==> config.mk <==
export PLATFORM = sky130hd
export DESIGN_NAME = lcd_timing_pattern_gen
export DESIGN_NICKNAME = d
export VERILOG_FILES = /design/src/rtl/lcd_timing_pattern_gen.sv
export SDC_FILE = /design/constraint.sdc
export NUM_CORES = 1
export LEC_CHECK = 0
export ABC_CLOCK_PERIOD_IN_PS = 3700
export CAP_MARGIN = 20
export CORE_AREA = 10 10 110 112
export CTS_BUF_LIST = sky130_fd_sc_hd__clkbuf_8
export CTS_CLUSTER_SIZE = 16
export DETAILED_ROUTE_END_ITERATION = 6
export DIE_AREA = 0 0 120 122
export PLACE_DENSITY = 0.74
export SYNTH_ARGS = -nofsm -noshare
export SYNTH_HDL_FRONTEND = slang
export SYNTH_SLANG_ARGS = --single-unit
==> constraint.sdc <==
create_clock -name clk -period 3.7 [get_ports clk]
set_clock_uncertainty 0.05 [all_clocks]
set_input_delay 0.555 -clock clk [delete_from_list [all_inputs] [get_ports clk]]
set_output_delay 0.555 -clock clk [all_outputs]
set_load 0.1 [all_outputs]
==> src/rtl/lcd_timing_pattern_gen.sv <==
// RGB-LCD timing generator with internal pixel clock-enable
// and a selectable test-pattern source (bars, grid, gradient, solid).
`timescale 1ns/1ps
module lcd_timing_pattern_gen #(
  parameter int H_ACTIVE  = 480,
  parameter int H_FP      = 8,
  parameter int H_SYNC    = 4,
  parameter int H_BP      = 43,
  parameter int V_ACTIVE  = 272,
  parameter int V_FP      = 8,
  parameter int V_SYNC    = 4,
  parameter int V_BP      = 12,
  parameter int PIX_DIV   = 10,
  parameter bit HS_POL    = 1'b0,
  parameter bit VS_POL    = 1'b0,
  parameter int GRID_LOG2 = 4,
  localparam int XW = (H_ACTIVE > 1) ? $clog2(H_ACTIVE) : 1,
  localparam int YW = (V_ACTIVE > 1) ? $clog2(V_ACTIVE) : 1
) (
  input  logic          clk,
  input  logic          rst,
  input  logic          en,
  input  logic [1:0]    mode,
  input  logic [15:0]   solid_rgb,
  output logic          pix_ce,
  output logic          lcd_de,
  output logic          lcd_hsync,
  output logic          lcd_vsync,
  output logic [4:0]    lcd_r,
  output logic [5:0]    lcd_g,
  output logic [4:0]    lcd_b,
  output logic [XW-1:0] pix_x,
  output logic [YW-1:0] pix_y,
  output logic          frame_start,
  output logic [15:0]   frame_cnt
);

  localparam int H_TOTAL = H_ACTIVE + H_FP + H_SYNC + H_BP;
  localparam int V_TOTAL = V_ACTIVE + V_FP + V_SYNC + V_BP;
  localparam int HW  = $clog2(H_TOTAL);
  localparam int VW  = $clog2(V_TOTAL);
  localparam int DW  = (PIX_DIV > 1) ? $clog2(PIX_DIV) : 1;
  localparam int BW  = H_ACTIVE / 8;
  localparam int BCW = (BW > 1) ? $clog2(BW) : 1;

  localparam logic [HW-1:0] H_LAST = HW'(H_TOTAL - 1);
  localparam logic [HW-1:0] H_DE   = HW'(H_ACTIVE);
  localparam logic [HW-1:0] H_SS   = HW'(H_ACTIVE + H_FP);
  localparam logic [HW-1:0] H_SE   = HW'(H_ACTIVE + H_FP + H_SYNC);
  localparam logic [HW-1:0] H_GM   = HW'((1 << GRID_LOG2) - 1);
  localparam logic [VW-1:0] V_LAST = VW'(V_TOTAL - 1);
  localparam logic [VW-1:0] V_DE   = VW'(V_ACTIVE);
  localparam logic [VW-1:0] V_SS   = VW'(V_ACTIVE + V_FP);
  localparam logic [VW-1:0] V_SE   = VW'(V_ACTIVE + V_FP + V_SYNC);
  localparam logic [VW-1:0] V_GM   = VW'((1 << GRID_LOG2) - 1);
  localparam logic [DW-1:0] D_LAST = DW'(PIX_DIV - 1);
  localparam logic [BCW-1:0] B_LAST = BCW'(BW - 1);

  logic [DW-1:0]  div_cnt, div_nxt;
  logic [HW-1:0]  h_cnt;
  logic [VW-1:0]  v_cnt;
  logic [BCW-1:0] bar_cnt;
  logic [2:0]     bar_idx;
  logic [1:0]     mode_q, cur_mode;
  logic           in_act, hs_act, vs_act, origin, grid_on;
  logic [15:0]    rgb_nxt;

  // next divider value; parks at 0 while disabled
  always_comb begin
    div_nxt = '0;
    if (en && div_cnt != D_LAST) div_nxt = div_cnt + DW'(1);
  end

  // pixel clock-enable divider; strobe coincides with the last divider count
  always_ff @(posedge clk or negedge rst) begin
    if (!rst) begin
      div_cnt <= '0;
      pix_ce  <= 1'b0;
    end else begin
      div_cnt <= div_nxt;
      pix_ce  <= en && (div_nxt == D_LAST);
    end
  end

  // raster position: h wraps into v, v wraps at frame end
  always_ff @(posedge clk or negedge rst) begin
    if (!rst) begin
      h_cnt <= '0;
      v_cnt <= '0;
    end else if (!en) begin
      h_cnt <= '0;
      v_cnt <= '0;
    end else if (pix_ce) begin
      if (h_cnt == H_LAST) begin
        h_cnt <= '0;
        v_cnt <= (v_cnt == V_LAST) ? '0 : v_cnt + VW'(1);
      end else begin
        h_cnt <= h_cnt + HW'(1);
      end
    end
  end

  // colour-bar run counter tracking h_cnt, avoids dividing x by bar width
  always_ff @(posedge clk or negedge rst) begin
    if (!rst) begin
      bar_cnt <= '0;
      bar_idx <= '0;
    end else if (!en) begin
      bar_cnt <= '0;
      bar_idx <= '0;
    end else if (pix_ce) begin
      if (h_cnt == H_LAST) begin
        bar_cnt <= '0;
        bar_idx <= '0;
      end else if (bar_cnt == B_LAST) begin
        bar_cnt <= '0;
        bar_idx <= bar_idx + 3'd1;
      end else begin
        bar_cnt <= bar_cnt + BCW'(1);
      end
    end
  end

  // region decode and pattern colour for the current raster position
  always_comb begin
    in_act   = (h_cnt < H_DE) && (v_cnt < V_DE);
    hs_act   = (h_cnt >= H_SS) && (h_cnt < H_SE);
    vs_act   = (v_cnt >= V_SS) && (v_cnt < V_SE);
    origin   = (h_cnt == '0) && (v_cnt == '0);
    cur_mode = origin ? mode : mode_q;
    grid_on  = ((h_cnt & H_GM) == '0) || ((v_cnt & V_GM) == '0);
    rgb_nxt  = '0;
    if (in_act) begin
      case (cur_mode)
        2'd0: rgb_nxt = {{5{~bar_idx[1]}},
                         {6{~bar_idx[2]}},
                         {5{~bar_idx[0]}}};
        2'd1: rgb_nxt = grid_on ? 16'hFFFF : 16'h0000;
        2'd2: rgb_nxt = {5'(h_cnt), 6'(v_cnt),
                         frame_cnt[4:0] + {4'd0, origin}};
        default: rgb_nxt = solid_rgb;
      endcase
    end
  end

  // registered LCD outputs, updated once per pixel; frame_start is 1 clk
  always_ff @(posedge clk or negedge rst) begin
    if (!rst) begin
      lcd_de      <= 1'b0;
      lcd_hsync   <= ~HS_POL;
      lcd_vsync   <= ~VS_POL;
      lcd_r       <= '0;
      lcd_g       <= '0;
      lcd_b       <= '0;
      pix_x       <= '0;
      pix_y       <= '0;
      frame_start <= 1'b0;
      frame_cnt   <= '0;
      mode_q      <= '0;
    end else if (!en) begin
      lcd_de      <= 1'b0;
      lcd_hsync   <= ~HS_POL;
      lcd_vsync   <= ~VS_POL;
      lcd_r       <= '0;
      lcd_g       <= '0;
      lcd_b       <= '0;
      pix_x       <= '0;
      pix_y       <= '0;
      frame_start <= 1'b0;
    end else begin
      frame_start <= pix_ce && origin;
      if (pix_ce) begin
        lcd_de    <= in_act;
        lcd_hsync <= hs_act ? HS_POL : ~HS_POL;
        lcd_vsync <= vs_act ? VS_POL : ~VS_POL;
        lcd_r     <= rgb_nxt[15:11];
        lcd_g     <= rgb_nxt[10:5];
        lcd_b     <= rgb_nxt[4:0];
        pix_x     <= in_act ? h_cnt[XW-1:0] : '0;
        pix_y     <= in_act ? v_cnt[YW-1:0] : '0;
        if (origin) begin
          frame_cnt <= frame_cnt + 16'd1;
          mode_q    <= mode;
        end
      end
    end
  end

endmodule

==> results.md, run 1 <==
- Run status: finished clean
- WL/cell: 19.5 um
- Gr usage total: 17.9%
- Post-synth top area share: 45.0%
- R2r startpoint: h_cnt[0]
- Dpl hpwl: 9580 um
- Compound-Gate Fraction of Synth Area: 19.3%
- Post-synthesis xor/xnor area fraction: 5.62%
- Yosys warning total: 0
- Maxcap violations: 0
- Clk root buf: clkbuf_8
- Setup tns final: 0 ps
- Worst R2R Path Depth: 8
- CP endpoint kind: flip-flop
- Worst skew pair latency: 360 ps
- Die area: 14600 um^2
- Syn_area_per_cell: 9.92 um^2
- Area of the mapped netlist: 4830 um^2
- Seq cells post-synth: 89
- Total power: 0.00199 W
- # hold bufs at CTS: 0
- Fin crit period: 2950 ps
- Sequential fraction of the synthesis area: 46.1%
- Placed insts: 675
- Setup ws final: 749 ps
- Area Growth Syn to Fin: 22.4%
- Pins over their slew limit: 0
- Largest area contributor in the netlist: dfrtp_1
- End of the worst register-to-register path: lcd_g[2]
- First-pass GRT wire length: 21400 um
- CTS tree: yes
- Synth Flop Type: dfrtp_1
- Cts repair resizes: 0
- Worst setup path end: lcd_g[2]
- Crit Path Class: flip-flop to flip-flop
- Largest family of logic cells by synthesized area: simple AND/OR/NAND/NOR gates
- IO Pins: 76
- Critical Path RT: 3950 ps
- Filler instances: 847
- Count leader, synth: dfrtp_1
- Synth cell types: 56
- CORE AREA: 10000 um^2
- Pwr per Cell Area: 337 nW/um^2
- Slew headroom: 32.7%
- Simple-gate share of the synthesized area: 20.6%
- Share of post-route cells with drive strength above 1: 11.0%
- Antenna violations before repair: 0
- Finished Layout Cells: 691
- Vias per inst: 6.18
- RD Place Congestion: 0.946
- CTS clk-pin slew, worst paths: 90 ps
- Post-CTS setup buffer count: 0
- Initial DRC count: 507
- Initial Util: 48.1%
- Remaining antenna violation count: 0
- Final net count: 584
- Asr flop ratio synth: 100%
- Dpl ws: 632 ps
- CP arrival: 3200 ps
- Leak: 2.48 nW
- Diode count: 0
- Critical Path Start: h_cnt[0]
- Reg2reg setup slack: 750 ps
- Period utilization: 79.8%
- Port Buffers: 75
- EDFF count, synth: 0
- CP startpoint kind: flip-flop
- CTS H-tree lvls: 3
- Post-synth top cells: dfrtp_1, nand2_1, nor2_1, clkbuf_1
- Synthesized net count: 520
- Fin. Hold Viols: 0
- Num CTS Buffers: 9
- Vias in the first global route: 4047
- Pre-antenna DRT Iters: 7
- Num rows: 37
- Final setup fails: 0
- Post-synthesis adder-cell area fraction: 3.11%
- Max Clock Freq: 339 MHz
- # DRC: 0
- Die span in x: 120 um
- RSZ-0062 raised after global routing: false
- Footprint of the multi-input gates: 2410 um^2
- Clock Tree Buf Depth: 2
- CTS sink cnt: 89
- Routed via count: 4270
- Synth Instances: 487
- Total congestion overflow: 0
- Worst-margin pin slew: 1010 ps
- Largest net degree at the start of global routing: 34
- WL final: 13500 um
- Worst hold-check path type: input port to asynchronous set/reset pin
- Ranking of synthesized cells by area: dfrtp_1, nand2_1, a22o_1
- Mux share of post-synthesis cell area: 1.14%
- Die Y: 122 um
- Peak fanout along the critical path: 9
- FF/Latch Area: 2230 um^2
- Maximum VDD drop: 222 uV
cell families (layout without fill, tap and decap cells):
| family | count (synthesis) | count (layout) |
|---|---|---|
| compound gates | 120 | 120 |
| xor+xnor | 31 | 31 |
| fa+ha+maj | 12 | 12 |
| buf+inv | 45 | 113 |
| flops | 89 | 89 |
| mux | 5 | 5 |
| simple gates | 185 | 185 |
area by class of cell:
class                   instances  area share, %
repair buffers                 88           14.2
inverters                      10          0.634
clock inverters                 6           1.73
multi-input cells             353           40.7
clock buffers                   9           2.09
well taps                     136           2.88
flip-flops and latches         89           37.7
registers in the layout, summed over array words and instances, names as in the netlist:
signal	cells
v_cnt	9
frame_start	1
bar_cnt	6
h_cnt	10
lcd_r	5
lcd_de	1
pix_ce	1
lcd_g	6
mode_q	2
lcd_hsync	1
pix_x	9
frame_cnt	16
pix_y	9
lcd_vsync	1
div_cnt	4
lcd_b	5
bar_idx	3
report_power, final:
part           switching (W)  total, W  internal [W]
logic               0.000149  0.000216     0.0000676
registers          0.0000157  0.000999      0.000984
clock network       0.000336  0.000776      0.000439
per-stage QoR:
step / util, % / hold WS (ps) / area, um^2
2_1_floorplan: - / 209 / 4830
3_3_place_gp: 56.6 / 412 / 5690
3_5_place_dp: 56.6 / 422 / 5690
4_1_cts: 58.9 / 52.2 / 5910
5_1_grt: 58.9 / 55.7 / 5920
6_report: 58.9 / 47.1 / 5920
worst min path at each step:
stage / end / from / slack [ps]
2_1_floorplan: bar_cnt[0] / rst / 210
3_3_place_gp: frame_cnt[15] / frame_cnt[15] / 410
3_5_place_dp: frame_cnt[15] / frame_cnt[15] / 420
4_1_cts: pix_x[5] / rst / 50
5_1_grt: pix_x[5] / rst / 60
6_report: frame_cnt[13] / rst / 50
critical path: stages, from the launching register on:
cell,delay [ps]
dfrtp_1,500
inv_1,170
ha_1,180
or3b_2,470
nor3_1,340
a21boi_1,200
a211oi_1,670
o221ai_1,190
nand3_1,120
per-layer routing:
metal / up-vias / part of all wire, % / track usage [%]
met3: 21 / 8.3 / 5.32
met5: - / 0 / 0
met1: 2121 / 42 / 23.5
li1: 1935 / - / -
met2: 193 / 48 / 28.3
met4: 0 / 1.2 / 4.98
layout by cell type, fill, tap and decap left out, types with 15 or more instances in the layout:
master / instances
o211ai_1: 15
nand4_1: 17
xnor2_1: 18
o31ai_1: 17
clkdlybuf4s50_1: 74
nand3_1: 19
nor2_1: 39
dfrtp_1: 87
o21ai_0: 18
a22o_1: 19
nand2_1: 46
Power figures use the tool's default switching activity.
==> run 2, diff against run 1 <==
ABC_CLOCK_PERIOD_IN_PS = 3000   (was 3700)
clock period = 3 ns   (was 3.7 ns; I/O delays follow)
==> results.md, run 2 (synthesized netlist as in run 1, its figures left out) <==
- Footprint of the multi-input gates: 2410 um^2 (+0.10%)
- Internal power: 0.00173 W (+16%)
- Period utilization: 94.5% (+15 points)
- Cts repair resizes: 0 (unchanged)
- Placed insts: 692 (+2.5%)
- Gr usage total: 18.1% (+0.21 points)
- IO Pins: 76 (unchanged)
- FF/Latch Area: 2230 um^2 (unchanged)
- Max reg flops: 16 (unchanged)
- CTS clk-pin slew, worst paths: 100 ps (about the same)
- Clock Tree Buf Depth: 2 (unchanged)
- CORE AREA: 10000 um^2 (unchanged)
- M1 wire length: 5640 um (-1.5%)
- Clk root buf: clkbuf_8
- Die span in x: 120 um (unchanged)
- Remaining antenna violation count: 0 (unchanged)
- Worst Path Buf+Inv: 0 (-1)
- Crit Path Class: flip-flop to flip-flop
- CP arrival: 3040 ps (-160 ps)
- CTS tree: yes
- Routed via count: 4233 (-0.87%)
- Clk pwr share: 36.9% (-2.1 points)
- Leak: 2.67 nW (+7.7%)
- Top Family by Delay on Critical Path: simple AND/OR/NAND/NOR gates
- # hold bufs at CTS: 0 (unchanged)
- WL final: 13300 um (-1.8%)
- Initial DRC count: 402 (-21%)
- Largest net degree at the start of global routing: 90 (+160%)
- Pins over their slew limit: 0 (unchanged)
- Area Growth Syn to Fin: 22.4% (about the same)
- CTS sink cnt: 89 (unchanged)
- Final net count: 601 (+2.9%)
- Max Clock Freq: 353 MHz (+4.1%)
- Total power: 0.00240 W (+21%)
- Worst path cell trace: or4_4 -> or2_1 -> nor2_1 -> ha_1 -> nand3_1 -> xnor2_1 -> or3b_2 -> o221ai_1 -> o31ai_1
- Worst hold-check path type: input port to asynchronous set/reset pin
- Switching portion of total power: 28.0% (+2.9 points)
- Run status: finished, violations left
- Maximum VDD drop: 332 uV (+49%)
- Tightest hold margin: -19.7 ps (-66.8 ps)
- Pre-antenna DRT Iters: 5 (-2)
- WL/cell: 18.7 um (-4.3%)
- Share of post-route cells with drive strength above 1: 23.7% (+13 points)
- RSZ-0062 raised after global routing: false
- Worst-margin pin slew: 618 ps (-388 ps)
- Seq pwr share: 51.2% (+1.0 points)
- Num rows: 37 (unchanged)
- RD Place Congestion: 0.839 (-11%)
- Die Y: 122 um (unchanged)
- # DRC: 0 (unchanged)
- Dpl hpwl: 9770 um (+2.0%)
- Total congestion overflow: 0 (unchanged)
- Logic pwr share: 11.9% (+1.0 points)
- Maxcap violations: 0 (unchanged)
- Final setup fails: 0 (unchanged)
- Slowest stage delay, CP: 590 ps (-80 ps)
- Diode count: 0 (unchanged)
- Finished Layout Cells: 709 (+2.6%)
- Top reg by flops: frame_cnt
- First-pass GRT wire length: 21800 um (+2.2%)
- Failing checks: negative hold slack
- Peak fanout along the critical path: 4 (-5)
- Met2 WL: 6510 um (about the same)
- Wire length on met3: 952 um (-15%)
- Initial Util: 48.1% (unchanged)
- Filler instances: 885 (+4.5%)
- Pwr per Cell Area: 406 nW/um^2 (+21%)
- Slew headroom: 58.6% (+26 points)
- Critical Path RT: 3200 ps (-750 ps)
- Fin crit period: 2840 ps (-116 ps)
- Vias per inst: 5.97 (-3.4%)
- Setup tns final: 0 ps (unchanged)
- Fin. Hold Viols: 32 (+32)
- Most frequent cells in the layout: dfrtp_1, buf_4, nand2_1, nor2_1
- Post-CTS setup buffer count: 0 (unchanged)
- Vias in the first global route: 4275 (+5.6%)
- CP startpoint kind: flip-flop
- Num CTS Buffers: 9 (unchanged)
- Die area: 14600 um^2 (unchanged)
- Worst skew pair latency: 380 ps (+20 ps)
- Port Buffers: 75 (unchanged)
- Highest Signal Layer: met4
- Antenna violations before repair: 0 (unchanged)
- CTS H-tree lvls: 3 (unchanged)
- Switching power: 0.000674 W (+34%)
- CP endpoint kind: flip-flop
- Commonest non-fill, non-tap cell in the layout: dfrtp_1
- Biggest regs: frame_cnt: 16 flops, h_cnt: 10 flops
- Slowest cell on crit path: or4_4
==> run 2: changes by cell type in the layout (fill, tap and decap cells not counted), sizes merged <==
cell / delta
bufinv: -2
buf: +73
inv: +1
clkdlybuf4s50: -55
clkinv: +1
==> run 2: routing by layer <==
| metal | up-vias | track usage [%] |
|---|---|---|
| met4 | 0 | 5.35 |
| met1 | 2087 | 22.8 |
| met5 | - | 0 |
| li1 | 1973 | - |
| met2 | 155 | 30.0 |
| met3 | 18 | 5.09 |
==> run 2: final timing paths <==
kind                                 end  depth (start not counted)          start  slack (ps)
setup / recovery                lcd_b[3]                          9       v_cnt[7]         160
hold / removal             frame_cnt[13]                          1            rst         -20
setup reg to reg                lcd_b[3]                          9       v_cnt[7]         160
hold reg to reg            frame_cnt[15]                          1  frame_cnt[15]         450
max in group asynchronous      lcd_vsync                          2            rst        2250
min in group clk           frame_cnt[15]                          1  frame_cnt[15]         450
==> run 2: metrics by stage <==
stage | setup WS, ps | area, um^2 | utilization (%)
after detailed placement | 221 | 5680 | 56.5
after CTS | 198 | 5890 | 58.6
after floorplan | 5.28 | 4840 | -
after global placement | 274 | 5680 | 56.5
after global routing | 29.2 | 5920 | 58.9
final | 164 | 5920 | 58.9
==> run 2: worst reg2reg max path: cells and delay by family (launching register included) <==
kind,cells,cell delay [ps]
AOI/OAI and AO/OA,2,310
xor gates and xnor gates,1,200
adders and majority gates,1,180
DFF,1,400
and+or+nand+nor,5,1590
==> run 2: area by class of cell <==
cell class	count	share of cell area [%]
Multi-Input combinational cell	353	40.8
Clock buffer	10	2.33
Clock inverter	6	1.23
Tap cell	136	2.88
Sequential cell	89	37.7
Timing Repair Buffer	105	14.5
Inverter	10	0.634
==> run 2: power by group through the flow <==
stage / combinational (W) / sequential (W) / clock (W)
global route: 0.000314 / 0.00123 / 0.000953
floorplan: 0.000146 / 0.00126 / 0
global placement: 0.000270 / 0.00125 / 0
detailed placement: 0.000278 / 0.00125 / 0
finish: 0.000286 / 0.00123 / 0.000886
CTS: 0.000280 / 0.00123 / 0.000900
==> run 3, diff against run 2 <==
CORE_AREA = 10 10 104 106   (was 10 10 110 112)
CTS_CLUSTER_SIZE = 12   (was 16)
DIE_AREA = 0 0 114 116   (was 0 0 120 122)
PLACE_DENSITY = 0.82   (was 0.74)
==> results.md, run 3 (synthesized netlist as in run 1, its figures left out) <==
- Run status: finished, violations left
- Failing checks: negative hold slack
- Setup ws final: 161 ps (-3.36 ps)
- Final Core Density: 67.4% (+8.5 points)
- Max reg flops: 16 (unchanged)
- Slew headroom: 46.4% (-12 points)
- CORE AREA: 8680 um^2 (-14%)
- Critical Path RT: 3190 ps (about the same)
- Biggest regs: frame_cnt: 16 flops, h_cnt: 10 flops
- Seq pwr share: 53.9% (+2.7 points)
- Final net count: 598 (-0.50%)
- Worst hold-check path type: input port to asynchronous set/reset pin
- Placed cell areas: 5630 um^2 (-0.93%)
- Logic pwr share: 13.0% (+1.1 points)
- Pre-antenna DRT Iters: 5 (unchanged)
- WL/cell: 18.7 um (+0.17%)
- # DRC: 0 (unchanged)
- Crit Path Class: flip-flop to flip-flop
- RSZ-0062 raised after global routing: false
- Worst-margin pin slew: 794 ps (+176 ps)
- Num CTS Buffers: 9 (unchanged)
- Maxcap violations: 0 (unchanged)
- Clk pwr share: 33.0% (-3.9 points)
- Remaining antenna violation count: 0 (unchanged)
- Pwr per Cell Area: 390 nW/um^2 (-3.8%)
- Die span in x: 114 um (-5.0%)
- Top Family by Delay on Critical Path: simple AND/OR/NAND/NOR gates
- Filler instances: 650 (-27%)
- Initial DRC count: 287 (-29%)
- Worst path cell trace: or4_4 -> or2_1 -> nor2_2 -> ha_2 -> nand3_1 -> xnor2_1 -> or3b_2 -> o221ai_1 -> o31ai_1
- CP startpoint kind: flip-flop
- Internal power: 0.00163 W (-6.0%)
- Dpl hpwl: 9280 um (-5.0%)
- Leak: 2.62 nW (-1.7%)
- Antenna violations before repair: 0 (unchanged)
- Vias in the first global route: 4032 (-5.7%)
- Dpl ws: 206 ps (-15.4 ps)
- Fin. Hold Viols: 4 (-88%)
- Period utilization: 94.6% (+0.11 points)
- Clock Tree Buf Depth: 2 (unchanged)
- CTS tree: yes
- CTS H-tree lvls: 3 (unchanged)
- Gr usage total: 18.7% (+0.55 points)
- Footprint of the multi-input gates: 2420 um^2 (+0.21%)
- Initial Util: 55.7% (+7.6 points)
- Num rows: 34 (-8.1%)
- RD Place Congestion: 0.893 (+6.4%)
- Slowest stage delay, CP: 610 ps (+20 ps)
- CTS clk-pin slew, worst paths: 100 ps (about the same)
- Pins over their slew limit: 0 (unchanged)
- Total congestion overflow: 0 (unchanged)
- CP arrival: 3030 ps (about the same)
- Area Growth Syn to Fin: 20.9%
- Final setup fails: 0 (unchanged)
- Die Y: 116 um (-4.9%)
- Worst skew pair latency: 360 ps (-20 ps)
- Maximum VDD drop: 316 uV (-4.9%)
- Clk root buf: clkbuf_8
- Switching power: 0.000657 W (-2.5%)
- Worst Path Buf+Inv: 0 (unchanged)
- Top reg by flops: frame_cnt
- Max Clock Freq: 352 MHz (-0.12%)
- Most frequent cells in the layout: dfrtp_1, buf_4, nand2_1, nor2_1
- Die area: 13200 um^2 (-9.7%)
- Switching portion of total power: 28.8% (+0.74 points)
- Routed via count: 4218 (-0.35%)
- Tightest hold margin: -4.93 ps (+14.8 ps)
- First-pass GRT wire length: 20500 um (-5.9%)
- Diode count: 0 (unchanged)
- WL final: 12700 um (-4.2%)
- CTS sink cnt: 89 (unchanged)
- Share of post-route cells with drive strength above 1: 23.9% (+0.12 points)
- Largest net degree at the start of global routing: 90 (unchanged)
- Fin crit period: 2840 ps (+3.36 ps)
- IO Pins: 76 (unchanged)
- Setup tns final: 0 ps (unchanged)
- Vias per inst: 6.22 (+4.2%)
- Design area: 5850 um^2 (-1.2%)
- Commonest non-fill, non-tap cell in the layout: dfrtp_1
- CP endpoint kind: flip-flop
- Peak fanout along the critical path: 7 (+3)
- FF/Latch Area: 2230 um^2 (about the same)
- Slowest cell on crit path: or4_4
- Port Buffers: 75 (unchanged)
-- run 3: changes by cell type in the layout (fill, tap and decap cells not counted), sizes merged --
cell      before  now
inv           13   12
clkbuf        10    9
bufinv         1    0
clkinvlp       0    3
buf           86   83
-- run 3: final timing paths --
path,from,end,slack (ps),depth (start not counted)
worst max-delay path,v_cnt[7],lcd_b[3],160,9
worst min-delay path,rst,frame_cnt[11],-5,1
worst max register to register,v_cnt[7],lcd_b[3],160,9
worst min register to register,lcd_de,lcd_de,440,1
max in group asynchronous,rst,lcd_hsync,2230,2
min in group clk,lcd_de,lcd_de,440,1
-- run 3: worst reg2reg max path, delay by kind of cell, from the launching register on --
kind,cells,cell delay [ps]
compound gates,2,290
flops,1,460
xor+xnor,1,170
fa+ha+maj,1,190
simple gates,5,1570
-- run 3: power groups by stage --
| stage | registers [W] | clock network, W | logic [W] |
|---|---|---|---|
| 2_1_floorplan | 0.00126 | 0 | 0.000146 |
| 3_3_place_gp | 0.00125 | 0 | 0.000274 |
| 3_5_place_dp | 0.00125 | 0 | 0.000283 |
| 4_1_cts | 0.00123 | 0.000771 | 0.000284 |
| 5_1_grt | 0.00123 | 0.000815 | 0.000322 |
| 6_report | 0.00123 | 0.000754 | 0.000298 |
-- run 3: what timing repair did --
action / 4_1_cts / 5_1_grt
hold buffers: 0 / 0
buffers inserted: 0 / 1
endpoints found under the setup margin: 0 / 1
resized for setup: 0 / 3
-- run 3: per-stage QoR --
| stage | power (W) | std cells |
|---|---|---|
| after floorplan | 0.00141 | 487 |
| after global placement | 0.00153 | 660 |
| after detailed placement | 0.00154 | 660 |
| after CTS | 0.00229 | 676 |
| after global routing | 0.00237 | 678 |
| final | 0.00228 | 678 |
-- run 3: area by class of cell --
| class | count | share of cell area [%] |
|---|---|---|
| clock buffers | 9 | 2.12 |
| clock inverters | 7 | 0.920 |
| inverters | 10 | 0.642 |
| multi-input cells | 353 | 41.4 |
| flip-flops and latches | 89 | 38.2 |
| well taps | 108 | 2.31 |
| repair buffers | 102 | 14.5 |
-- run 3: metal layers --
| metal | wire (um) | track usage (%) | up-vias |
|---|---|---|---|
| li1 | - | - | 1972 |
| met1 | 5330 | 23.5 | 2055 |
| met2 | 6140 | 30.3 | 162 |
| met3 | 871 | 4.86 | 29 |
| met4 | 374 | 7.18 | 0 |
| met5 | 0 | 0 | - |
